==> src/rtl/hazard_ctrl_pkg.sv <==
// Shared definitions for the pipeline hazard controller.
// Contents:
//   ST_F..ST_W    stage indices for the per-stage stall/flush vectors
//   div_state_e   divider handshake sequencer states
//   REG_ZERO      architectural zero register index (never a real dependency)
//   reg_hit()     "dest register is non-zero and matches either source" compare
package hazard_ctrl_pkg;

    localparam int ST_F     = 0;
    localparam int ST_D     = 1;
    localparam int ST_E     = 2;
    localparam int ST_M     = 3;
    localparam int ST_W     = 4;
    localparam int NUM_ST   = 5;
    localparam int REG_ZERO = 0;

    typedef enum logic [1:0] {
        DIV_IDLE = 2'd0,
        DIV_BUSY = 2'd1,
        DIV_DONE = 2'd2
    } div_state_e;

    // Writes to $zero never create a dependency, so they are excluded here.
    function automatic logic reg_hit(input logic [31:0] dst,
                                     input logic [31:0] src_a,
                                     input logic [31:0] src_b);
        return (dst != 32'(REG_ZERO)) && ((dst == src_a) || (dst == src_b));
    endfunction

endpackage

==> src/rtl/hazard_div_seq.sv <==
// Divider start/done sequencer with a watchdog.
// Ports:
//   clk, rst    core clock, synchronous active-high reset
//   div_e       E stage holds a div/divu
//   div_done    divider result valid pulse
//   hold        pipeline frozen by a bus access: state and watchdog hold
//   flush       exception/eret flush taking effect this cycle
//   div_stall   hold F/D/E and bubble M while the divide is running
//   div_start   one-cycle start pulse to the divider
//   div_abort   one-cycle cancel pulse to the divider (flush or watchdog)
//   div_err     sticky watchdog error
module hazard_div_seq
    import hazard_ctrl_pkg::*;
#(
    parameter int DIV_MAXC = 40
) (
    input  logic clk,
    input  logic rst,
    input  logic div_e,
    input  logic div_done,
    input  logic hold,
    input  logic flush,
    output logic div_stall,
    output logic div_start,
    output logic div_abort,
    output logic div_err
);

    localparam int WDW = $clog2(DIV_MAXC + 1);

    div_state_e     state_r;
    div_state_e     state_nx_s;
    logic [WDW-1:0] wd_r;
    logic           done_pend_r;
    logic           div_err_r;
    logic           done_s;
    logic           timeout_s;
    logic           err_set_s;

    // Next state and the start/abort/stall decode.
    always_comb begin
        // A done pulse that landed while frozen is remembered so it is not lost.
        done_s     = div_done | done_pend_r;
        // wd_r counts completed BUSY cycles; this is the last allowed one.
        timeout_s  = (wd_r == WDW'(DIV_MAXC - 1));
        state_nx_s = state_r;
        div_start  = 1'b0;
        div_abort  = 1'b0;
        div_stall  = 1'b0;
        err_set_s  = 1'b0;
        if (hold) begin
            state_nx_s = state_r;
        end else begin
            case (state_r)
                DIV_IDLE: begin
                    // A div being flushed out of E must not start.
                    if (div_e && !flush) begin
                        div_start  = 1'b1;
                        div_stall  = 1'b1;
                        state_nx_s = DIV_BUSY;
                    end else begin
                        state_nx_s = DIV_IDLE;
                    end
                end
                DIV_BUSY: begin
                    if (flush) begin
                        div_abort  = 1'b1;
                        state_nx_s = DIV_IDLE;
                    end else if (done_s) begin
                        // Stall drops now so the div leaves E with its result.
                        state_nx_s = DIV_DONE;
                    end else if (timeout_s) begin
                        div_abort  = 1'b1;
                        err_set_s  = 1'b1;
                        state_nx_s = DIV_IDLE;
                    end else begin
                        div_stall  = 1'b1;
                        state_nx_s = DIV_BUSY;
                    end
                end
                DIV_DONE: begin
                    // One dead cycle so the same div cannot start again.
                    state_nx_s = DIV_IDLE;
                end
                default: begin
                    state_nx_s = DIV_IDLE;
                end
            endcase
        end
    end

    // State, watchdog, pending-done and sticky error registers.
    always_ff @(posedge clk) begin
        if (rst) begin
            state_r     <= DIV_IDLE;
            wd_r        <= {WDW{1'b0}};
            done_pend_r <= 1'b0;
            div_err_r   <= 1'b0;
        end else if (hold) begin
            state_r     <= state_r;
            wd_r        <= wd_r;
            done_pend_r <= done_pend_r | ((state_r == DIV_BUSY) & div_done);
            div_err_r   <= div_err_r;
        end else begin
            state_r     <= state_nx_s;
            done_pend_r <= 1'b0;
            wd_r        <= ((state_r == DIV_BUSY) && (state_nx_s == DIV_BUSY)) ?
                           wd_r + WDW'(1) : {WDW{1'b0}};
            div_err_r   <= div_err_r | err_set_s;
        end
    end

    assign div_err = div_err_r;

endmodule

==> src/rtl/hazard_ctrl.sv <==
// Pipeline hazard controller for the 5-stage core: per-stage stall (enable
// low) and clear for the F/D/E/M/W pipeline registers.
// Ports:
//   clk, rst                    core clock, synchronous active-high reset
//   rs_d, rt_d, branch_d        D-stage sources and branch/jr operand need
//   rt_e, memtoreg_e,
//   regwrite_e, writereg_e      E-stage load/writeback info
//   memtoreg_m, writereg_m      M-stage load info
//   div_e, div_done             divider handshake inputs
//   i_stall, d_stall            bus accesses outstanding (freeze the pipe)
//   except_m                    exception/eret committing in M
//   stall_f..stall_w            per-stage hold
//   flush_d..flush_w            per-stage clear
//   div_start, div_abort,
//   div_err                     divider control and watchdog error
// Priority: rst > bus freeze > flush > divide > load-use/branch.
module hazard_ctrl
    import hazard_ctrl_pkg::*;
#(
    parameter int REGW     = 5,
    parameter int DIV_MAXC = 40
) (
    input  logic            clk,
    input  logic            rst,
    input  logic [REGW-1:0] rs_d,
    input  logic [REGW-1:0] rt_d,
    input  logic            branch_d,
    input  logic [REGW-1:0] rt_e,
    input  logic            memtoreg_e,
    input  logic            regwrite_e,
    input  logic [REGW-1:0] writereg_e,
    input  logic            memtoreg_m,
    input  logic [REGW-1:0] writereg_m,
    input  logic            div_e,
    input  logic            div_done,
    input  logic            i_stall,
    input  logic            d_stall,
    input  logic            except_m,
    output logic            stall_f,
    output logic            stall_d,
    output logic            stall_e,
    output logic            stall_m,
    output logic            stall_w,
    output logic            flush_d,
    output logic            flush_e,
    output logic            flush_m,
    output logic            flush_w,
    output logic            div_start,
    output logic            div_abort,
    output logic            div_err
);

    logic              mem_busy_s;
    logic              flush_s;
    logic              flush_pend_r;
    logic              lwstall_s;
    logic              brstall_s;
    logic              div_stall_s;
    logic              div_start_s;
    logic              div_abort_s;
    logic              div_err_s;
    logic [ST_W:ST_F]  stall_v_s;
    logic [ST_W:ST_D]  flush_v_s;

    assign mem_busy_s = i_stall | d_stall;
    // A flush seen during a freeze is replayed on the first unfrozen cycle.
    assign flush_s    = (except_m | flush_pend_r) & ~mem_busy_s;
    assign lwstall_s  = memtoreg_e & reg_hit(32'(rt_e), 32'(rs_d), 32'(rt_d));
    assign brstall_s  = branch_d &
                        ((regwrite_e & reg_hit(32'(writereg_e), 32'(rs_d), 32'(rt_d))) |
                         (memtoreg_m & reg_hit(32'(writereg_m), 32'(rs_d), 32'(rt_d))));

    hazard_div_seq #(
        .DIV_MAXC (DIV_MAXC)
    ) u_div_seq (
        .clk       (clk),
        .rst       (rst),
        .div_e     (div_e),
        .div_done  (div_done),
        .hold      (mem_busy_s),
        .flush     (flush_s),
        .div_stall (div_stall_s),
        .div_start (div_start_s),
        .div_abort (div_abort_s),
        .div_err   (div_err_s)
    );

    // Remember an exception that arrives while the bus holds the pipe.
    always_ff @(posedge clk) begin
        if (rst) begin
            flush_pend_r <= 1'b0;
        end else if (mem_busy_s) begin
            flush_pend_r <= flush_pend_r | except_m;
        end else begin
            flush_pend_r <= 1'b0;
        end
    end

    // Priority mux producing the per-stage stall and clear vectors.
    always_comb begin
        stall_v_s = {NUM_ST{1'b0}};
        flush_v_s = {(NUM_ST - 1){1'b0}};
        if (rst) begin
            stall_v_s = {NUM_ST{1'b0}};
        end else if (mem_busy_s) begin
            stall_v_s = {NUM_ST{1'b1}};
        end else if (flush_s) begin
            flush_v_s = {(NUM_ST - 1){1'b1}};
        end else if (div_stall_s) begin
            stall_v_s[ST_F] = 1'b1;
            stall_v_s[ST_D] = 1'b1;
            stall_v_s[ST_E] = 1'b1;
            flush_v_s[ST_M] = 1'b1;
        end else if (lwstall_s || brstall_s) begin
            // Hold F/D and inject a bubble into E; M and W keep moving.
            stall_v_s[ST_F] = 1'b1;
            stall_v_s[ST_D] = 1'b1;
            flush_v_s[ST_E] = 1'b1;
        end else begin
            stall_v_s = {NUM_ST{1'b0}};
        end
    end

    assign stall_f   = stall_v_s[ST_F];
    assign stall_d   = stall_v_s[ST_D];
    assign stall_e   = stall_v_s[ST_E];
    assign stall_m   = stall_v_s[ST_M];
    assign stall_w   = stall_v_s[ST_W];
    assign flush_d   = flush_v_s[ST_D];
    assign flush_e   = flush_v_s[ST_E];
    assign flush_m   = flush_v_s[ST_M];
    assign flush_w   = flush_v_s[ST_W];
    assign div_start = div_start_s & ~rst;
    assign div_abort = div_abort_s & ~rst;
    assign div_err   = div_err_s & ~rst;

endmodule

==> config.mk <==
export PLATFORM = sky130hd
export DESIGN_NAME = hazard_ctrl
export DESIGN_NICKNAME = d
export VERILOG_FILES = /design/src/rtl/hazard_ctrl_pkg.sv /design/src/rtl/hazard_div_seq.sv /design/src/rtl/hazard_ctrl.sv
export SDC_FILE = /design/constraint.sdc
export NUM_CORES = 1
export LEC_CHECK = 0
export ABC_AREA = 1
export BUFFER_PORTS_ARGS = -buffer_cell sky130_fd_sc_hd__buf_4
export CORE_MARGIN = 10
export CORE_UTILIZATION = 23
export DETAILED_ROUTE_END_ITERATION = 10
export GPL_TIMING_DRIVEN = 0
export PLACE_DENSITY_LB_ADDON = 0.15
export RECOVER_POWER = 50
export SETUP_SLACK_MARGIN = 0.15
export SKIP_CTS_REPAIR_TIMING = 1
export SYNTH_ARGS = -nofsm -noshare
export SYNTH_HDL_FRONTEND = slang
export SYNTH_HIERARCHICAL = 1
export SYNTH_SLANG_ARGS = --single-unit
==> constraint.sdc <==
create_clock -name clk -period 2.95 [get_ports clk]
set_clock_uncertainty 0.15 [all_clocks]
set_input_delay 0.59 -clock clk [delete_from_list [all_inputs] [get_ports clk]]
set_output_delay 0.59 -clock clk [all_outputs]
set_load 0.01 [all_outputs]
* After elaboration in Yosys (flattened, before gate mapping)
Index checks and enable logic that the tools add are counted.
Operators by class: bitwise gates (word level) 17, reduce and logical (&&, ||, !) cells 15, mux-type cells 35, add/sub/neg operators 1, equality and inequality tests 9
Operator list (count):
- $eq A5 B5 Y1 | 6
- $mux W1 | 21
- $reduce_bool A5 Y1 | 3
- $mux W2 | 5
- $mux W5 | 2
- $and A1 B1 Y1 | 9
- $mux W4 | 2
- $add A6 B1 Y6 const B | 1
- $eq A6 B6 Y1 const B | 1
- $mux W3 | 2
- $mux W6 | 1
- $or A1 B1 Y1 | 6
- $logic_and A1 B1 Y1 | 5
- $eq A2 B1 Y1 const B | 2
- $logic_or A1 B1 Y1 | 4
- $pmux W2 S2 | 1
- $logic_not A2 Y1 | 1
- $not A1 Y1 | 2
- $pmux W1 S2 | 1
- $reduce_or A2 Y1 | 1
- $logic_not A1 Y1 | 1
Word-level totals: word-level logic and storage cells 82, output and inout port bits 12, register bits 11, input port bits 36

* Logic depth before layout (Yosys ltp)
Gate-level depths: netlist of run 1.
depth after elaboration 12, gate-level depth with buffers 15, gate-level depth less buffers 14

* Cells and area by module
The synthesis of run 1 kept the hierarchy.
By module, submodules not included:
- hazard_ctrl | sequential area each 20.0 sq um, times used 1, area an instance 703.2 sq um, cells each 152
- hazard_div_seq | sequential area each 200.2 sq um, times used 1, area an instance 559.3 sq um, cells each 78

* Worst setup path after synthesis of run 1
OpenSTA, ideal clock, no wires.
path kind input -> output, from input d_stall, to output stall_f, stages on the path 15, slack 376 ps, path buffers 1, data required time 2210 ps, arrival 1834 ps, path through nor2_2 inv_2 nor2_2 inv_2 nand2_1 nor2_1 nand2_1 nand2_2 nand2_1 inv_1 nor2_1 nand3_1 nand2_1 inv_1 buf_4
Between the ends: word-level cells in the longest chain between the ends 12, elaborated cells on any way between the ends 13, those cells by class mux: 8; bitwise: 3; reduce/logical: 2
Ends and longest elaborated chain:
- start: declaration | line hazard_ctrl.sv:37 | input logic d_stall,
- $or A1 B1 Y1 (*) | line hazard_ctrl.sv:65 | assign mem_busy_s = i_stall | d_stall;
- named net mem_busy_s | line hazard_ctrl.sv:53 | logic mem_busy_s;
- $not A1 Y1 (no line) (*)
- $and A1 B1 Y1 (*) | line hazard_ctrl.sv:67 | assign flush_s = (except_m | flush_pend_r) & ~mem_busy_s;
- named net flush_s | line hazard_ctrl.sv:54 | logic flush_s;
- $logic_not A1 Y1 | line hazard_div_seq.sv:57 | if (div_e && !flush) begin
- $logic_and A1 B1 Y1 | line hazard_div_seq.sv:57
- $mux W1 | line hazard_div_seq.sv:57
- $pmux W1 S2 (*) | line hazard_div_seq.sv:54 | case (state_r)
- $mux W1 (*) | line hazard_div_seq.sv:51 | if (hold) begin
- named net div_stall_s | line hazard_ctrl.sv:58 | logic div_stall_s;
- $mux W3 (*) | line hazard_ctrl.sv:109 | end else if (div_stall_s) begin
- $mux W3 (*) | line hazard_ctrl.sv:107 | end else if (flush_s) begin
- $mux W5 (*) | line hazard_ctrl.sv:105 | end else if (mem_busy_s) begin
- $mux W5 (*) | line hazard_ctrl.sv:103 | if (rst) begin
- end: declaration | line hazard_ctrl.sv:39 | output logic stall_f,
Mark *: on every way through the listed nets, which the timed path passes. The rest lies on a longest branch.

* Worst setup path after layout of run 1
from input i_stall, to output stall_f
Between the ends: word-level cells in the longest chain between the ends 12, elaborated cells on any way between the ends 13, those cells by class mux: 8; bitwise: 3; reduce/logical: 2
Ends and longest elaborated chain:
- start: declaration | line hazard_ctrl.sv:36 | input logic i_stall,
- $or A1 B1 Y1 (*) | line hazard_ctrl.sv:65
- named net mem_busy_s | line hazard_ctrl.sv:53
- $not A1 Y1 (no line) (*)
- $and A1 B1 Y1 (*) | line hazard_ctrl.sv:67
- named net flush_s | line hazard_ctrl.sv:54
- $logic_not A1 Y1 | line hazard_div_seq.sv:57
- $logic_and A1 B1 Y1 | line hazard_div_seq.sv:57
- $mux W1 | line hazard_div_seq.sv:57
- $pmux W1 S2 (*) | line hazard_div_seq.sv:54
- $mux W1 (*) | line hazard_div_seq.sv:51
- named net div_stall_s | line hazard_ctrl.sv:58
- $mux W3 (*) | line hazard_ctrl.sv:109
- $mux W3 (*) | line hazard_ctrl.sv:107
- $mux W5 (*) | line hazard_ctrl.sv:105
- $mux W5 (*) | line hazard_ctrl.sv:103
Marks and branches as above.

==> qor.yml, run 1 <==
placement:
  numPortBuffers: 47
  detailed_place_hpwl_um: 3248
  routabilityCongestion: 0.8625
  dpl_cell_area_sq_mm: 0.001703
  dp.cells: 347
pwr:
  power_density_mw_per_mm2: 272.2
  p_leak_nw: 0.9633
  power.total_w: 0.0004918
  ir_drop_mv: 0.1284
setup_path:
  critPathMaxStageDelay_ns: 0.15
  crit_path_cell_trace: "buf_6 > nor2_4 > inv_4 > nor2_4 > inv_1 > nand2_1 > nor2_2 > nand2_1 > nand2_2 > nand2_2 > inv_2 > nor2_4 > nand3_2 > nand2_1 > inv_2 > buf_6 > buf_6"
  worst-path-max-fanout: 5
  cp-end-kind: "output pin"
  cpMaxStageDelayCell: "nor2_4"
  startpoint_type: "primary input"
  setup.worst_path.class: "primary input to output pin"
  cp.arrival_ns: 2.00
  worstSetupStartpoint: "i_stall"
  crit_required_ns: 2.21
  reg2reg_from: "u_div_seq/wd_r[0]$_SDFFE_PP0N_"
synth:
  yosys_warnings: 6
  netlist_area_sq_mm: 0.001262
  synth_ff_type: "dfxtp_1"
  async_reset_ff_share_pct: 0
  synth_fp_nets: 267
  syn_inst: 230
  synth_most_common_cell: "nand2_1"
  synth.avg_cell_area_sq_um: 5.489
  synth_edf_count: 0
  synth.area.top_cells: "nand2_1 (22%), dfxtp_1 (17%), nor2_1 (11%), inv_1 (7.4%), nand3_1 (4.8%)"
  synth_top_cell_area_share_pct: 22.00
  netlist_top_cells_count: "nand2_1 (74), nor2_1 (38), inv_1 (25), inv_2 (13), nand3_1 (12)"
  synth.distinct_cells: 29
  synth_largest_area_cell: "nand2_1"
  synth-seq-area-share_pct: 17.44
  synth-seq-cells: 11
global_route:
  grt_pass1_wl_um: 6223
  grtUsageTotal_pct: 8.438
  overflow: 0
  grt_antenna_before_repair: 0
  grt_start_max_net_pins: 9
  first_global_vias: 1389
sta:
  timing.final.crit_share_pct: 92.99
  rsz0062_at_grt: "yes"
  worst-slew-pin-transition_ns: 0.5286
  whs_ns: 0.3176
  final_hold_viol_count: 0
  max_slew_margin_pct: 64.76
  finalCriticalPeriod_ns: 2.743
  fmax_mhz: 364.5
  slew_viol_final: 0
  setup_viol: 0
  setup_tns_ns: 0
cts:
  cts-root-buf: "clkbuf_8"
  cts_tree: "yes"
  clk_pin_slew_worst_paths_ns: 0.05
  ctsHtreeMaxLevel: 1
  numCtsBuffers: 3
  clock_path_buffers: 2
  clock-sinks: 11
  clock_latency_ns: 0.24
routing:
  routed_wirelength_um: 3816
  drtAntennaViolNets: 0
  drc: 0
  drt_pass1_iterations: 4
  vias: 1472
  drtIter0Drc: 80
  vias_per_cell: 4.146
  avgRoutedWirePerCell_um: 10.75
min_path:
  hp-start: "u_div_seq/div_err$_SDFFE_PP0N_"
  hp-class: "flip-flop to flip-flop"
finish:
  fill_cells: 598
  nets: 323
  fin_cells: 355
  final_area_sq_mm: 0.001807
  areaGrowthSynthToFinish_pct: 43.11
  diodes: 0
  final_layout_size_suffix_gt1_share_pct: 31.58
floorplan:
  ioPinCount: 48
  die_h_um: 94.09
  core_area_sq_mm: 0.005205
  fp.dieW_um: 94.09
  start_util_pct: 24.25
  fp-row-count: 26
  die-area_sq_mm: 0.008852
outcome:
  status: "finished clean"
flow_run:
  cap_violations: 0
==> cell families after synthesis <==
| logic type | synth area share, % |
|---|---|
| AO/OA/AOI/OAI | 9.515 |
| adder cells (fa/ha/maj) | 0.9909 |
| AND/OR/NAND/NOR | 48.46 |
| flip-flops | 17.44 |
| XOR/XNOR | 7.631 |
| buffers and inverters | 15.96 |
==> path summary, 6_finish.rpt <==
check	end	slack [ns]	cells past startpoint
max	stall_f	0.21	17
max reg2reg	u_div_seq/wd_r[0]$_SDFFE_PP0N_	1.11	9
min	u_div_seq/div_err$_SDFFE_PP0N_	0.32	2
min reg2reg	u_div_seq/div_err$_SDFFE_PP0N_	0.32	2
==> layer usage <==
metal | up-vias | track usage [%] | routed length, um
li1 | 816 | - | -
met1 | 611 | 10.38 | 1802
met2 | 43 | 13.42 | 1698
met3 | 2 | 3.357 | 291
met4 | 0 | 1.899 | 25
met5 | - | 0 | 0
==> critical path, delay by kind of cell <==
kind / cells / cell delay [ns]
buffers and inverters: 7 / 0.56
AND/OR/NAND/NOR: 10 / 0.87
==> cell usage in the layout (no fill, tap or decap), drive strengths merged <==
master  count
a31oi       1
nand2      77
clkbuf      4
xnor2       6
nand3b      1
o21ai       8
clkinv      1
or2         1
a21oi       9
inv        40
a211oi      1
nand3      12
ha          1
xor2        5
dfxtp      11
nor3        4
nor4        2
nor2       42
nand4       4
buf        55
==> report_power, final <==
part	leakage [nW]	total, W	internal [W]	switching, W
clock network	0.0255	0.000151	0.0000929	0.0000583
registers	0.0896	0.000156	0.000152	0.00000328
logic	0.848	0.000185	0.0000892	0.0000958
==> per-stage QoR <==
stage	worst slack (ns)	util, %
6_report	0.2068	34.71
5_1_grt	0.03982	34.71
4_1_cts	-0.06392	33.61
3_5_place_dp	-0.05273	32.72
3_3_place_gp	-0.05946	32.72
2_1_floorplan	0.3761	-
==> cell type report <==
| class | instances | area [sq um] | share of cell area, % |
|---|---|---|---|
| Buffer | 5 | 41.29 | 2.285 |
| Clock buffer | 3 | 41.29 | 2.285 |
| Clock inverter | 1 | 5.005 | 0.2770 |
| Inverter | 40 | 162.7 | 9.003 |
| Multi-Input combinational cell | 174 | 853.3 | 47.23 |
| Sequential cell | 11 | 221.5 | 12.26 |
| Tap cell | 70 | 87.58 | 4.848 |
| Timing Repair Buffer | 51 | 394.1 | 21.81 |
==> flip-flops by register name (all words and copies together) (netlist names) <==
signal	flops
u_div_seq/div_err	1
u_div_seq/state_r	2
flush_pend_r	1
u_div_seq/done_pend_r	1
u_div_seq/wd_r	6
(Power assumes the default switching activity.)
==> inputs of run 2 (changes only) <==
Settings changed: CELL_PAD_IN_SITES_DETAIL_PLACEMENT set to 1, CELL_PAD_IN_SITES_GLOBAL_PLACEMENT set to 2, RECOVER_POWER 50 to 100.
==> run 2 against run 1 <==
- sequential power about the same
- clock power rose by 5%
- count of clock-buffer cells in the layout increased by 1
- largest cell class unchanged
==> qor.yml, run 2 (same netlist as run 1, synthesis figures left out) <==
pwr:
  p_seq_share_pct: 30.8  # -0.9 points
  power_frac_clock_pct: 31.5  # +0.8 points
  p_sw_share_pct: 32.95  # +0.97 points
  ir_drop_mv: 0.1548  # +21%
  power_density_mw_per_mm2: 276.9  # +1.7%
  p_int_w: 0.0003380  # +1.0%
  p_switching_w: 0.0001661  # +5.6%
  p_comb_share_pct: 37.7  # about the same
  p_leak_nw: 0.9721  # +0.91%
floorplan:
  die-area_sq_mm: 0.008852  # unchanged
  fp-row-count: 26  # unchanged
  fp.dieW_um: 94.09  # unchanged
  ioPinCount: 48  # unchanged
  core_area_sq_mm: 0.005205  # unchanged
  die_h_um: 94.09  # unchanged
  start_util_pct: 24.25  # unchanged
cts:
  cts_tree: "yes"
  numCtsBuffers: 3  # unchanged
  clock_path_buffers: 2  # unchanged
  ctsHtreeMaxLevel: 1  # unchanged
  clk_pin_slew_worst_paths_ns: 0.05  # about the same
  cts-root-buf: "clkbuf_8"
  clock-sinks: 11  # unchanged
  clock_latency_ns: 0.24  # about the same
finish:
  layout.cells.most_common: "nand2_1"
  final_cell_mix: "nand2_1 (72), buf_4 (56), nor2_1 (37)"
  largest_reg_flops: 6  # unchanged
  final_layout_size_suffix_gt1_share_pct: 31.60  # about the same
  nets: 326  # +0.93%
  largestRegisters: "u_div_seq/wd_r: 6 flops, u_div_seq/state_r: 2 flops"
  diodes: 0  # unchanged
  fill_cells: 715  # +20%
  fin_cells: 358  # +0.85%
  areaGrowthSynthToFinish_pct: 44.20
  top_register: "u_div_seq/wd_r"
  final_area_sq_mm: 0.001821  # +0.76%
sta:
  whs_ns: 0.3281  # +0.01050 ns
  setup_tns_ns: 0  # unchanged
  setup_viol: 0  # unchanged
  finalCriticalPeriod_ns: 2.773  # +0.02942 ns
  timing.final.ws_setup_ns: 0.1774  # -0.02942 ns
  rsz0062_at_grt: "yes"
  slew_viol_final: 0  # unchanged
  worst-slew-pin-transition_ns: 0.5534  # +0.02475 ns
  final_hold_viol_count: 0  # unchanged
  max_slew_margin_pct: 63.11  # -1.6 points
  fmax_mhz: 360.7  # -1.1%
  timing.final.crit_share_pct: 93.99  # +1.0 points
setup_path:
  cp.arrival_ns: 2.03  # +0.03 ns
  reg2reg_from: "u_div_seq/wd_r[0]$_SDFFE_PP0N_"
  setup.worst_path.class: "primary input to output pin"
  r2r_cells: 9  # unchanged
  cp_num_buf_inv: 7  # unchanged
  worstSetupStartpoint: "i_stall"
  worst-path-max-fanout: 3  # -2
  r2r_setup_slack_ns: 0.98  # -0.13 ns
  critPathMaxStageDelay_ns: 0.14  # about the same
  crit_cells: 17  # unchanged
  startpoint_type: "primary input"
  cp_top_family: "simple AND/OR/NAND/NOR gates"
  r2r_end: "u_div_seq/wd_r[3]$_SDFFE_PP0N_"
  cp-end-kind: "output pin"
  crit_required_ns: 2.21  # about the same
  critPathCapture: "stall_f"
  cpMaxStageDelayCell: "nor2_4"
  crit_path_cell_trace: "buf_4 > nor2_4 > inv_4 > nor2_4 > inv_1 > nand2_1 > nor2_1 > nand2_1 > nand2_2 > nand2_2 > inv_4 > nor2_4 > nand3_2 > nand2_2 > inv_2 > buf_4 > buf_6"
routing:
  drt_pass1_iterations: 4  # unchanged
  vias_per_cell: 4.168  # +0.51%
  drc: 0  # unchanged
  drtAntennaViolNets: 0  # unchanged
  drtIter0Drc: 39  # -51%
  avgRoutedWirePerCell_um: 11.98  # +11%
  vias: 1492  # +1.4%
  routed_wirelength_um: 4290  # +12%
placement:
  routabilityCongestion: 0.7462  # -13%
  numPortBuffers: 47  # unchanged
  detailed_place_hpwl_um: 3638  # +12%
  dp_slack_ns: -0.05166  # +0.001072 ns
  dpl_cell_area_sq_mm: 0.001703  # unchanged
  dp.cells: 347  # unchanged
global_route:
  grt_pass1_wl_um: 6789  # +9.1%
  grt_start_max_net_pins: 9  # unchanged
  grtUsageTotal_pct: 9.391  # +0.95 points
  overflow: 0  # unchanged
  grt_antenna_before_repair: 0  # unchanged
  first_global_vias: 1454  # +4.7%
outcome:
  status: "finished clean"
flow_run:
  cap_violations: 0  # unchanged
min_path:
  hp-class: "flip-flop to flip-flop"
## run 2: cell count changes in the layout (fill, tap and decap cells not counted), sizes merged
cell	delta
buf	+3
clkbuf	+1
clkinv	-1
## run 2: worst min-delay path: stages, from the launching register on
cell      delay [ns]
dfxtp_1         0.30
inv_1           0.06
a211oi_1        0.07
## run 2: layer usage
layer  up-vias  track usage (%)  wire length [um]
met3         4            3.118               232
li1        822                -                 -
met1       634            12.82              2261
met5         -                0                 0
met2        32            13.36              1746
met4         0            3.038                50
## run 2: layout make-up
cell class / count / area (sq um) / area share, %
well taps: 70 / 87.58 / 4.811
multi-input cells: 174 / 855.8 / 47.01
plain buffers: 5 / 37.54 / 2.062
repair buffers: 54 / 409.1 / 22.47
flip-flops and latches: 11 / 220.2 / 12.10
inverters: 40 / 165.2 / 9.072
clock buffers: 4 / 45.04 / 2.474
## run 2: how the worst min path moves through the flow
stage	depth (start not counted)	end	startpoint
3_3_place_gp	2	u_div_seq/div_err$_SDFFE_PP0N_	u_div_seq/div_err$_SDFFE_PP0N_
2_1_floorplan	2	u_div_seq/div_err$_SDFFE_PP0N_	u_div_seq/div_err$_SDFFE_PP0N_
5_1_grt	2	u_div_seq/done_pend_r$_SDFF_PP0_	u_div_seq/done_pend_r$_SDFF_PP0_
3_5_place_dp	2	u_div_seq/div_err$_SDFFE_PP0N_	u_div_seq/div_err$_SDFFE_PP0N_
6_report	2	u_div_seq/done_pend_r$_SDFF_PP0_	u_div_seq/done_pend_r$_SDFF_PP0_
4_1_cts	2	u_div_seq/state_r[0]$_SDFFE_PP0N_	u_div_seq/state_r[0]$_SDFFE_PP0N_
## run 2: power by group through the flow
stage	logic, W	clock network (W)	registers [W]
floorplan	0.0000948	0	0.000158
global placement	0.000179	0	0.000158
detailed placement	0.000180	0	0.000158
CTS	0.000181	0.000168	0.000155
global route	0.000214	0.000170	0.000156
finish	0.000190	0.000159	0.000155
## run 2: stage by stage
step | power [W] | util, %
floorplan | 0.0002526 | -
global placement | 0.0003375 | 32.72
detailed placement | 0.0003387 | 32.72
CTS | 0.0005040 | 33.58
global route | 0.0005400 | 34.98
finish | 0.0005042 | 34.98
==> inputs of run 3 (changes only) <==
Clock period 2.95 ns to 2.81 ns, I/O delays scaled along.
==> run 3 against run 2 <==
- count of clock-buffer cells in the layout unchanged
- largest power group unchanged
- highest routed layer unchanged
- critical path type unchanged
- sequential power up 5%
- non-clock buffer count is the same
==> qor.yml, run 3 (same netlist as run 1, synthesis figures left out) <==
cts:
  clock_latency_ns: 0.24  # about the same
  numCtsBuffers: 3  # unchanged
  cts-root-buf: "clkbuf_8"
  clock-sinks: 11  # unchanged
  clock_path_buffers: 2  # unchanged
  ctsHtreeMaxLevel: 1  # unchanged
  cts_tree: "yes"
  clk_pin_slew_worst_paths_ns: 0.05  # about the same
routing:
  drc: 0  # unchanged
  drtAntennaViolNets: 0  # unchanged
  drt_pass1_iterations: 4  # unchanged
  routed_wirelength_um: 4283  # -0.16%
  drtIter0Drc: 38  # -2.6%
  vias: 1492  # unchanged
  vias_per_cell: 4.168  # unchanged
  avgRoutedWirePerCell_um: 11.96  # -0.16%
sta:
  timing.final.crit_share_pct: 95.14
  fmax_mhz: 374.0
  worst-slew-pin-transition_ns: 0.5534  # unchanged
  setup_viol: 0  # unchanged
  final_hold_viol_count: 0  # unchanged
  finalCriticalPeriod_ns: 2.674
  max_slew_margin_pct: 63.11  # unchanged
  slew_viol_final: 0  # unchanged
  rsz0062_at_grt: "yes"
finish:
  final_layout_size_suffix_gt1_share_pct: 32.29  # +0.69 points
  areaGrowthSynthToFinish_pct: 45.59
  largest_reg_flops: 6  # unchanged
  final_cell_mix: "nand2_1 (72), buf_4 (51), nor2_1 (35)"
  layout.cells.most_common: "nand2_1"
  top_register: "u_div_seq/wd_r"
  largestRegisters: "u_div_seq/wd_r: 6 flops, u_div_seq/state_r: 2 flops"
  fin_cells: 358  # unchanged
  nets: 326  # unchanged
  final_area_sq_mm: 0.001838  # +0.96%
  diodes: 0  # unchanged
setup_path:
  r2r_end: "u_div_seq/wd_r[3]$_SDFFE_PP0N_"
  r2r_cells: 9  # unchanged
  setup.worst_path.class: "primary input to output pin"
  cp.arrival_ns: 1.96  # -0.07 ns
  startpoint_type: "primary input"
  reg2reg_from: "u_div_seq/wd_r[0]$_SDFFE_PP0N_"
  crit_path_cell_trace: "buf_6 > nor2_4 > inv_4 > nor2_4 > inv_1 > nand2_1 > nor2_1 > nand2_1 > nand2_2 > nand2_2 > inv_4 > nor2_4 > nand3_2 > nand2_2 > inv_2 > buf_6 > buf_6"
  cpMaxStageDelayCell: "nor2_4"
  critPathMaxStageDelay_ns: 0.14  # about the same
  worstSetupStartpoint: "i_stall"
  worst-path-max-fanout: 3  # unchanged
  crit_required_ns: 2.10  # -0.11 ns
  cp-end-kind: "output pin"
  r2r_setup_slack_ns: 0.91  # -0.07 ns
placement:
  numPortBuffers: 47  # unchanged
  dp.cells: 347  # unchanged
  dpl_cell_area_sq_mm: 0.001703  # unchanged
  routabilityCongestion: 0.7462  # unchanged
  detailed_place_hpwl_um: 3638  # unchanged
floorplan:
  start_util_pct: 24.25  # unchanged
  die-area_sq_mm: 0.008852  # unchanged
  fp.dieW_um: 94.09  # unchanged
  fp-row-count: 26  # unchanged
  die_h_um: 94.09  # unchanged
  ioPinCount: 48  # unchanged
  core_area_sq_mm: 0.005205  # unchanged
min_path:
  holdPathEnd: "u_div_seq/done_pend_r$_SDFF_PP0_"
  hp-start: "u_div_seq/done_pend_r$_SDFF_PP0_"
  hp-class: "flip-flop to flip-flop"
  worstHoldPathCells: 2  # unchanged
global_route:
  first_global_vias: 1454  # unchanged
  grt_pass1_wl_um: 6789  # unchanged
  grt_start_max_net_pins: 9  # unchanged
  overflow: 0  # unchanged
  grt_antenna_before_repair: 0  # unchanged
  grtUsageTotal_pct: 9.391  # unchanged
flow_run:
  cap_violations: 0  # unchanged
outcome:
  status: "finished clean"
pwr:
  ir_drop_mv: 0.1624  # +4.9%
  power.total_w: 0.0005322  # +5.6%
  power_density_mw_per_mm2: 289.5  # +4.6%
  p_leak_nw: 0.9716  # about the same
-- run 3: changes by cell type in the layout (fill, tap and decap cells not counted) --
cell and change:
clkbuf_1 +1, nor2_1 -2, nor2_2 +2, buf_6 +4, dfxtp_2 +1, buf_4 -5, dfxtp_1 -1
-- run 3: how the worst max path moves through the flow --
stage	slack [ns]	cells past startpoint	end
finish	0.14	17	stall_f
global route	0.008	17	stall_f
CTS	-0.15	17	stall_f
detailed placement	-0.14	17	stall_f
global placement	-0.12	17	stall_f
floorplan	0.29	15	stall_f
-- run 3: power by group --
group,leakage (nW),switching [W],internal (W),total [W]
Combinational,0.859,0.000105,0.0000966,0.000202
Clock,0.0228,0.0000667,0.000100,0.000167
Sequential,0.0896,0.00000344,0.000160,0.000163
-- run 3: critical path, delay by kind of cell --
kind / cells / cell delay (ns)
buf+inv: 7 / 0.54
simple gates: 10 / 0.87
-- run 3: layout make-up --
class / instances / area [sq um]
buffer: 5 / 41.29
clock buffer: 4 / 45.04
fill: 716 / 3367
inverter: 40 / 165.2
multi-input combinational: 174 / 860.8
sequential: 11 / 221.5
tap: 70 / 87.58
timing repair buffer: 54 / 416.7
-- run 3: metrics by stage --
step           setup slack [ns]  hold WS (ns)  TNS (ns)  util [%]
2_1_floorplan            0.2921        0.2867         0         -
3_3_place_gp            -0.1239        0.3133   -0.1343     32.72
3_5_place_dp            -0.1357        0.3260   -0.1535     32.72
4_1_cts                 -0.1491        0.3371   -0.1803     33.58
5_1_grt                0.008004        0.3608         0     35.31
6_report                 0.1364        0.3286         0     35.31
-- run 3: layer usage --
metal  share of wire, %  global-route usage (%)  up-vias
li1                   -                       -      821
met1                 53                   12.82      635
met2                 41                   13.36       32
met3                5.1                   3.118        4
met4                1.2                   3.038        0
met5                  0                       0        -
